--- src/rtl/lcd_ctrl_if.sv ---
// Bus between the LSU's LCD control register and the character-LCD driver.
// Signal names match the original lcd_ctrl ports so existing hookups carry over.
interface lcd_ctrl_if;
  logic [31:0] i_lcd;
  logic        o_lcd_on;
  logic        o_lcd_blon;
  logic        o_lcd_en;
  logic        o_lcd_rs;
  logic        o_lcd_rw;
  logic [7:0]  o_lcd_data;
  logic        o_busy;
  logic        o_overrun;

  // LSU side: posts control words, observes pins and status
  modport master (
    output i_lcd,
    input  o_lcd_on,
    input  o_lcd_blon,
    input  o_lcd_en,
    input  o_lcd_rs,
    input  o_lcd_rw,
    input  o_lcd_data,
    input  o_busy,
    input  o_overrun
  );

  // Driver side: consumes control words, drives the LCD pins
  modport slave (
    input  i_lcd,
    output o_lcd_on,
    output o_lcd_blon,
    output o_lcd_en,
    output o_lcd_rs,
    output o_lcd_rw,
    output o_lcd_data,
    output o_busy,
    output o_overrun
  );
endinterface

--- src/rtl/lcd_ctrl.sv ---
// HD44780-compatible character-LCD bus driver.
// Detects GO toggles on the LSU control word, sequences RS/DATA/EN with
// setup, pulse and hold timing, enforces execution and power-up delays, and
// buffers one pending command (latest wins, overrun flagged).
module lcd_ctrl #(
  parameter int unsigned T_PWRUP_CYC = 750000,
  parameter int unsigned T_SETUP_CYC = 4,
  parameter int unsigned T_PW_CYC    = 16,
  parameter int unsigned T_HOLD_CYC  = 4,
  parameter int unsigned T_EXEC_CYC  = 2000,
  parameter int unsigned T_LONG_CYC  = 82000
) (
  input  logic      i_clk,
  input  logic      i_reset,
  lcd_ctrl_if.slave bus
);

  localparam logic [31:0] PWRUP_LD = 32'(T_PWRUP_CYC - 1);
  localparam logic [31:0] SETUP_LD = 32'(T_SETUP_CYC - 1);
  localparam logic [31:0] PW_LD    = 32'(T_PW_CYC - 1);
  localparam logic [31:0] HOLD_LD  = 32'(T_HOLD_CYC - 1);
  localparam logic [31:0] EXEC_LD  = 32'(T_EXEC_CYC - 1);
  localparam logic [31:0] LONG_LD  = 32'(T_LONG_CYC - 1);

  typedef enum logic [2:0] {
    S_PWRUP,
    S_IDLE,
    S_SETUP,
    S_PULSE,
    S_HOLD,
    S_WAIT
  } state_t;

  state_t      state, state_n;
  logic [31:0] cnt, cnt_n;

  logic        go_last;
  logic        pend_valid, pend_valid_n;
  logic        pend_rs, pend_rs_n;
  logic [7:0]  pend_data, pend_data_n;

  logic        lcd_rs, lcd_rs_n;
  logic [7:0]  lcd_data, lcd_data_n;
  logic        lcd_en;
  logic        lcd_on;
  logic        lcd_blon;
  logic        busy;
  logic        overrun, overrun_n;

  logic        toggle;
  logic        new_rs;
  logic [7:0]  new_data;
  logic        long_cmd;

  logic        start;
  logic        start_rs;
  logic [7:0]  start_data;

  // Only ON, BLON, RS, GO and DATA carry meaning
  logic        unused_bits;
  assign unused_bits = ^{bus.i_lcd[29:11], bus.i_lcd[9]};

  assign toggle   = bus.i_lcd[8] != go_last;
  assign new_rs   = bus.i_lcd[10];
  assign new_data = bus.i_lcd[7:0];

  // Clear (0x01) and home (0x02/0x03) need the long execution wait
  assign long_cmd = !lcd_rs &&
                    (((lcd_data[7:1] == 7'b0000000) && (lcd_data != 8'h00)) ||
                     (lcd_data[7:1] == 7'b0000001));

  // Next-state, pending-slot and pin-value logic
  always_comb begin
    state_n      = state;
    cnt_n        = cnt;
    pend_valid_n = pend_valid;
    pend_rs_n    = pend_rs;
    pend_data_n  = pend_data;
    lcd_rs_n     = lcd_rs;
    lcd_data_n   = lcd_data;
    overrun_n    = overrun;
    start        = 1'b0;
    start_rs     = new_rs;
    start_data   = new_data;

    unique case (state)
      S_PWRUP: begin
        if (cnt == '0) state_n = S_IDLE;
        else           cnt_n   = cnt - 32'd1;
      end
      S_IDLE: begin
        if (pend_valid) begin
          start        = 1'b1;
          start_rs     = pend_rs;
          start_data   = pend_data;
          pend_valid_n = 1'b0;
        end else if (toggle) begin
          start = 1'b1;
        end
      end
      S_SETUP: begin
        if (cnt == '0) begin
          state_n = S_PULSE;
          cnt_n   = PW_LD;
        end else begin
          cnt_n = cnt - 32'd1;
        end
      end
      S_PULSE: begin
        if (cnt == '0) begin
          state_n = S_HOLD;
          cnt_n   = HOLD_LD;
        end else begin
          cnt_n = cnt - 32'd1;
        end
      end
      S_HOLD: begin
        if (cnt == '0) begin
          state_n = S_WAIT;
          cnt_n   = long_cmd ? LONG_LD : EXEC_LD;
        end else begin
          cnt_n = cnt - 32'd1;
        end
      end
      S_WAIT: begin
        if (cnt == '0) state_n = S_IDLE;
        else           cnt_n   = cnt - 32'd1;
      end
      default: begin
        state_n = S_PWRUP;
        cnt_n   = PWRUP_LD;
      end
    endcase

    if (start) begin
      state_n    = S_SETUP;
      cnt_n      = SETUP_LD;
      lcd_rs_n   = start_rs;
      lcd_data_n = start_data;
    end

    // A toggle not consumed by an immediate start lands in the slot. In IDLE
    // with a full slot, that slot is being issued this edge, so nothing is lost.
    if (toggle && !((state == S_IDLE) && !pend_valid)) begin
      if (pend_valid && (state != S_IDLE)) overrun_n = 1'b1;
      pend_valid_n = 1'b1;
      pend_rs_n    = new_rs;
      pend_data_n  = new_data;
    end
  end

  // Sequencer state, pending slot and registered LCD pins
  always_ff @(posedge i_clk) begin
    if (i_reset) begin
      state      <= S_PWRUP;
      cnt        <= PWRUP_LD;
      go_last    <= bus.i_lcd[8];
      pend_valid <= 1'b0;
      pend_rs    <= 1'b0;
      pend_data  <= '0;
      lcd_rs     <= 1'b0;
      lcd_data   <= '0;
      lcd_en     <= 1'b0;
      busy       <= 1'b0;
      overrun    <= 1'b0;
    end else begin
      state      <= state_n;
      cnt        <= cnt_n;
      go_last    <= bus.i_lcd[8];
      pend_valid <= pend_valid_n;
      pend_rs    <= pend_rs_n;
      pend_data  <= pend_data_n;
      lcd_rs     <= lcd_rs_n;
      lcd_data   <= lcd_data_n;
      lcd_en     <= (state_n == S_PULSE);
      busy       <= (state_n != S_IDLE) || pend_valid_n;
      overrun    <= overrun_n;
    end
  end

  // ON/BLON follow the control word one cycle later in every state
  always_ff @(posedge i_clk) begin
    if (i_reset) begin
      lcd_on   <= 1'b0;
      lcd_blon <= 1'b0;
    end else begin
      lcd_on   <= bus.i_lcd[31];
      lcd_blon <= bus.i_lcd[30];
    end
  end

  assign bus.o_lcd_on   = lcd_on;
  assign bus.o_lcd_blon = lcd_blon;
  assign bus.o_lcd_en   = lcd_en;
  assign bus.o_lcd_rs   = lcd_rs;
  assign bus.o_lcd_rw   = 1'b0;
  assign bus.o_lcd_data = lcd_data;
  assign bus.o_busy     = busy;
  assign bus.o_overrun  = overrun;

endmodule
--- src/flat_wrapper.sv ---
// flat-port wrapper written by rule: the top's interface ports become plain ports
module lcd_ctrl_flat 
#(
  parameter int unsigned T_PWRUP_CYC = 750000,
  parameter int unsigned T_SETUP_CYC = 4,
  parameter int unsigned T_PW_CYC    = 16,
  parameter int unsigned T_HOLD_CYC  = 4,
  parameter int unsigned T_EXEC_CYC  = 2000,
  parameter int unsigned T_LONG_CYC  = 82000
)
  (i_clk, i_reset, bus_i_lcd, bus_o_lcd_on, bus_o_lcd_blon, bus_o_lcd_en, bus_o_lcd_rs, bus_o_lcd_rw, bus_o_lcd_data, bus_o_busy, bus_o_overrun);
  lcd_ctrl_if bus_i ();
  input  logic i_clk;
  input  logic i_reset;
  input wire logic [$bits(bus_i.i_lcd)-1:0] bus_i_lcd;
  output wire logic [$bits(bus_i.o_lcd_on)-1:0] bus_o_lcd_on;
  output wire logic [$bits(bus_i.o_lcd_blon)-1:0] bus_o_lcd_blon;
  output wire logic [$bits(bus_i.o_lcd_en)-1:0] bus_o_lcd_en;
  output wire logic [$bits(bus_i.o_lcd_rs)-1:0] bus_o_lcd_rs;
  output wire logic [$bits(bus_i.o_lcd_rw)-1:0] bus_o_lcd_rw;
  output wire logic [$bits(bus_i.o_lcd_data)-1:0] bus_o_lcd_data;
  output wire logic [$bits(bus_i.o_busy)-1:0] bus_o_busy;
  output wire logic [$bits(bus_i.o_overrun)-1:0] bus_o_overrun;
  assign bus_i.i_lcd = bus_i_lcd;
  assign bus_o_lcd_on = bus_i.o_lcd_on;
  assign bus_o_lcd_blon = bus_i.o_lcd_blon;
  assign bus_o_lcd_en = bus_i.o_lcd_en;
  assign bus_o_lcd_rs = bus_i.o_lcd_rs;
  assign bus_o_lcd_rw = bus_i.o_lcd_rw;
  assign bus_o_lcd_data = bus_i.o_lcd_data;
  assign bus_o_busy = bus_i.o_busy;
  assign bus_o_overrun = bus_i.o_overrun;
  lcd_ctrl #(.T_PWRUP_CYC(T_PWRUP_CYC), .T_SETUP_CYC(T_SETUP_CYC), .T_PW_CYC(T_PW_CYC), .T_HOLD_CYC(T_HOLD_CYC), .T_EXEC_CYC(T_EXEC_CYC), .T_LONG_CYC(T_LONG_CYC)) u_core (.i_clk(i_clk), .i_reset(i_reset), .bus(bus_i));
endmodule
--- config.mk ---
export PLATFORM = sky130hd
export DESIGN_NAME = lcd_ctrl_flat
export DESIGN_NICKNAME = d
export VERILOG_FILES = /design/src/rtl/lcd_ctrl_if.sv /design/src/rtl/lcd_ctrl.sv /design/src/flat_wrapper.sv
export SDC_FILE = /design/constraint.sdc
export NUM_CORES = 1
export LEC_CHECK = 0
export CORE_MARGIN = 3
export CORE_UTILIZATION = 25
export DETAILED_ROUTE_END_ITERATION = 8
export SLEW_MARGIN = 15
export SYNTH_ARGS = -nofsm -noshare
export SYNTH_HDL_FRONTEND = slang
export SYNTH_SLANG_ARGS = --single-unit
--- constraint.sdc ---
create_clock -name i_clk -period 2.65 [get_ports i_clk]
set_input_delay 0.3975 -clock i_clk [delete_from_list [all_inputs] [get_ports i_clk]]
set_output_delay 0.3975 -clock i_clk [all_outputs]
set_load 0.01 [all_outputs]
==> results.yml <==
worst_setup_path:
  crit_path_end_kind: "register"
  worstSetupPathType: "reg -> reg"
  path_delay_family: "compound AO/OA/AOI/OAI gates"
  longest_individual_stage_delay_on_the_worst_path_ps: 460
  crit_chain: "inv_1 -> ha_1 -> nor4b_1 -> nand4_2 -> o21ai_1 -> a21oi_1 -> a211oi_1 -> nor2_1"
  crit_path_top_delay_cell: "sky130_fd_sc_hd__nor4b_1"
  worstPathArrival_ps: 2630
  critPathLaunchType: "register"
  required_ps: 2860
  timing.critical_path.fanout_max: 7
  buffers_inverters_on_critical_path: 1
layout:
  area_delta_synth_final_pct: 26.4
  layout.nets: 452
  n_antenna_cell: 0
  finish.instance_area_um2: 3920
  share_of_cells_above_drive_strength_1_pct: 11.6
grt:
  global_route_wire_length_before_repair_mm: 13.3
  combined_global_route_utilization_of_all_metal_layers_pct: 11.7
  grt_max_degree: 18
  grt_antenna_before_repair: 0
  vias_in_the_first_global_route: 2826
  grt.overflow.total: 0
routing:
  route.detailed.vias_per_inst: 4.84
  wirelength_met1_mm: 3.68
  vias: 2849
  top_layer_used: "met4"
  routed_wire_length_per_instance_um: 13.3
  drt-total-wl_mm: 7.85
  post-route-drc-count: 0
  met2_length_mm: 3.53
  drt_first_pass_iters: 4
  final_antenna_net_count: 0
  met3_length_um: 419
  detail_route.iter0.violations: 198
power_and_ir_drop:
  switching_power_mw: 0.457
  clkPwrFrac_pct: 49.3
  power.static_leakage_nw: 1.44
  intPower_mw: 1.65
  sw_frac_of_total_pct: 21.7
  power_per_cell_area_nw_per_um2: 536
  p_comb_share_pct: 6.0
  seq_power_share_pct: 44.7
  worst_ir_drop_vdd_mv: 0.280
yosys:
  syn_area_um2: 3100
  yosysWarningCount: 0
  postSynth.asyncResetShare_pct: 0
  synth_top_flop_cell: "sky130_fd_sc_hd__dfxtp_1"
  post-synth-top-area-cell: "sky130_fd_sc_hd__dfxtp_1"
  synth_enable_flop_cells: 0
  synth_top_area_cells: "sky130_fd_sc_hd__dfxtp_1, sky130_fd_sc_hd__nor2_1, sky130_fd_sc_hd__mux2i_1"
  post-synth-top-area-fraction_pct: 38.7
  postSynthNetCount: 413
  synth_seq_cells: 60
  post_synth_num_cell_types: 58
  postSynthAreaPerCell_um2: 8.22
  synth-seq-area-share_pct: 38.7
  postSynthCellCount: 377
timing:
  final_setup_viols: 0
  clock_period_minus_final_worst_setup_slack_ps: 2420
  clock-skew-final_ps: 5.00
  finalCritPeriodShare_pct: 91.3
  grt_setup_unrepaired: "no"
  worst_slack_ps: 232
  slew-limit-headroom_pct: 51.3
  finalHoldViolations: 0
  tns_ps: 0
  max_freq_ghz: 0.414
  worstMarginPinSlew_ps: 724
  final_max_slew_viol_count: 0
clock_network:
  cts_setup_buffers: 0
  cts_hold_buf: 0
  cts.sinks: 60
  cts.reportedPaths.clkPinSlew_ps: 50
  clock_insertion_delay_worst_skew_ps: 330
  cts_root_buffer: "sky130_fd_sc_hd__clkbuf_16"
  clk_path_buf_depth: 2
  h-tree-depth: 3
  cts_resized: 0
  cts_made_buffers: 9
  tritoncts: "yes"
place:
  globalplace.congestion: 0.854
  port_buffer_count: 27
  pre_cts_ws_ps: 271
  hpwlAfterDp_mm: 5.69
  post_dp_cell_area_um2: 3660
floorplanning:
  placement_rows: 40
  die_area_um2: 13800
  die_height_um: 117
  coreArea_um2: 12100
  width_of_the_die_um: 117
  start_util_pct: 25.7
  io_pins: 49
flow_run:
  cap_violations: 0
status:
  run_status: "complete, no violations"
worst_hold_path:
  hold_path.class: "reg -> reg"
cell type report:
| type | count | area, µm² |
|---|---|---|
| Sequential cell | 60 | 1200 |
| Tap cell | 168 | 210 |
| Timing Repair Buffer | 46 | 425 |
| Inverter | 8 | 30.0 |
| Clock buffer | 14 | 254 |
| Multi-Input combinational cell | 291 | 1790 |
| Fill cell | 1286 | 8140 |
| Clock inverter | 2 | 10.0 |
power by group through the flow:
stage	logic, mW	registers (mW)	clock network, mW
6_report	0.126	0.940	1.04
2_1_floorplan	0.0698	0.956	0
3_5_place_dp	0.127	0.958	0
3_3_place_gp	0.124	0.957	0
5_1_grt	0.139	0.941	1.10
4_1_cts	0.127	0.940	1.06
per-stage QoR:
stage / hold WS, ps / total power [mW] / utilization, % / cells
after floorplan: 425 / 1.03 / - / 377
after global placement: 466 / 1.08 / 30.3 / 573
after detailed placement: 489 / 1.09 / 30.3 / 573
after CTS: 501 / 2.13 / 32.5 / 589
after global routing: 531 / 2.18 / 32.5 / 589
final: 496 / 2.10 / 32.5 / 589
final timing paths:
kind	from	end	slack, ps	depth (start not counted)
max	u_core.cnt[0]	u_core.cnt[25]	230	8
min	u_core.pend_data[3]	u_core.pend_data[3]	500	2
max reg2reg	u_core.cnt[0]	u_core.cnt[25]	230	8
min reg2reg	u_core.pend_data[3]	u_core.pend_data[3]	500	2
flip-flops by register name, indices dropped and copies added (netlist names):
register               count
u_core.state               3
u_core.bus.o_lcd_rs        1
u_core.bus.o_lcd_data      8
u_core.pend_valid          1
u_core.pend_data           8
u_core.bus.o_lcd_on        1
u_core.cnt                32
u_core.bus.o_lcd_blon      1
u_core.bus.o_busy          1
u_core.bus.o_lcd_en        1
u_core.pend_rs             1
u_core.go_last             1
u_core.bus.o_overrun       1
layout by cell type, fill, tap and decap left out, types with 5 or more instances in the layout:
cell,instances
sky130_fd_sc_hd__nor4_1,11
sky130_fd_sc_hd__xnor2_1,7
sky130_fd_sc_hd__nand3_1,8
sky130_fd_sc_hd__mux2i_1,18
sky130_fd_sc_hd__buf_4,18
sky130_fd_sc_hd__xor2_1,12
sky130_fd_sc_hd__a21oi_1,26
sky130_fd_sc_hd__nand2_1,26
sky130_fd_sc_hd__inv_1,8
sky130_fd_sc_hd__nor2b_1,7
sky130_fd_sc_hd__dfxtp_1,60
sky130_fd_sc_hd__a211oi_1,13
sky130_fd_sc_hd__o21ai_0,16
sky130_fd_sc_hd__or3_1,5
sky130_fd_sc_hd__clkdlybuf4s50_1,27
sky130_fd_sc_hd__nor2_1,62
sky130_fd_sc_hd__clkbuf_16,9
sky130_fd_sc_hd__nor3_1,15
logic make-up (layout without fill, tap and decap cells):
kind of cell	count (synthesis)	in the layout	share of synthesized area, %
and+or+nand+nor	166	166	27.4
DFF	60	60	38.7
AOI/OAI and AO/OA	85	85	18.2
adders and majority gates	2	2	0.807
muxes	18	18	5.81
other	1	1	0.121
xor gates and xnor gates	19	19	5.37
buffers and inverters	26	70	3.55
metal layers:
| layer | global-route usage, % | vias to the layer above |
|---|---|---|
| li1 | - | 1431 |
| met5 | 0 | - |
| met4 | 5.57 | 0 |
| met1 | 14.9 | 1332 |
| met3 | 2.65 | 17 |
| met2 | 18.7 | 69 |
cells in the mapped netlist (all sizes together) (2+ instances only):
master,number
o311ai,2
nor2,64
nand3,9
nor4,14
xnor2,7
nand2,27
o22ai,4
or3,6
nand4,5
nor3b,2
nor4b,2
or2,5
nand2b,3
a31oi,4
a221o,2
nor3,15
nor2b,7
mux2i,18
a211oi,14
inv,8
buf,6
dfxtp,60
a21oi,26
o21ai,17
clkbuf,12
a21o,2
o21a,2
o31ai,4
xor2,12
o211ai,2
and4,2
ha,2
tightest hold or removal path: cells and delay by family, from the launching register on:
family	cells	cell delay (ps)
flip-flops	1	320
AND/OR/NAND/NOR	1	80
multiplexers	1	60
(Power assumes the default switching activity.)
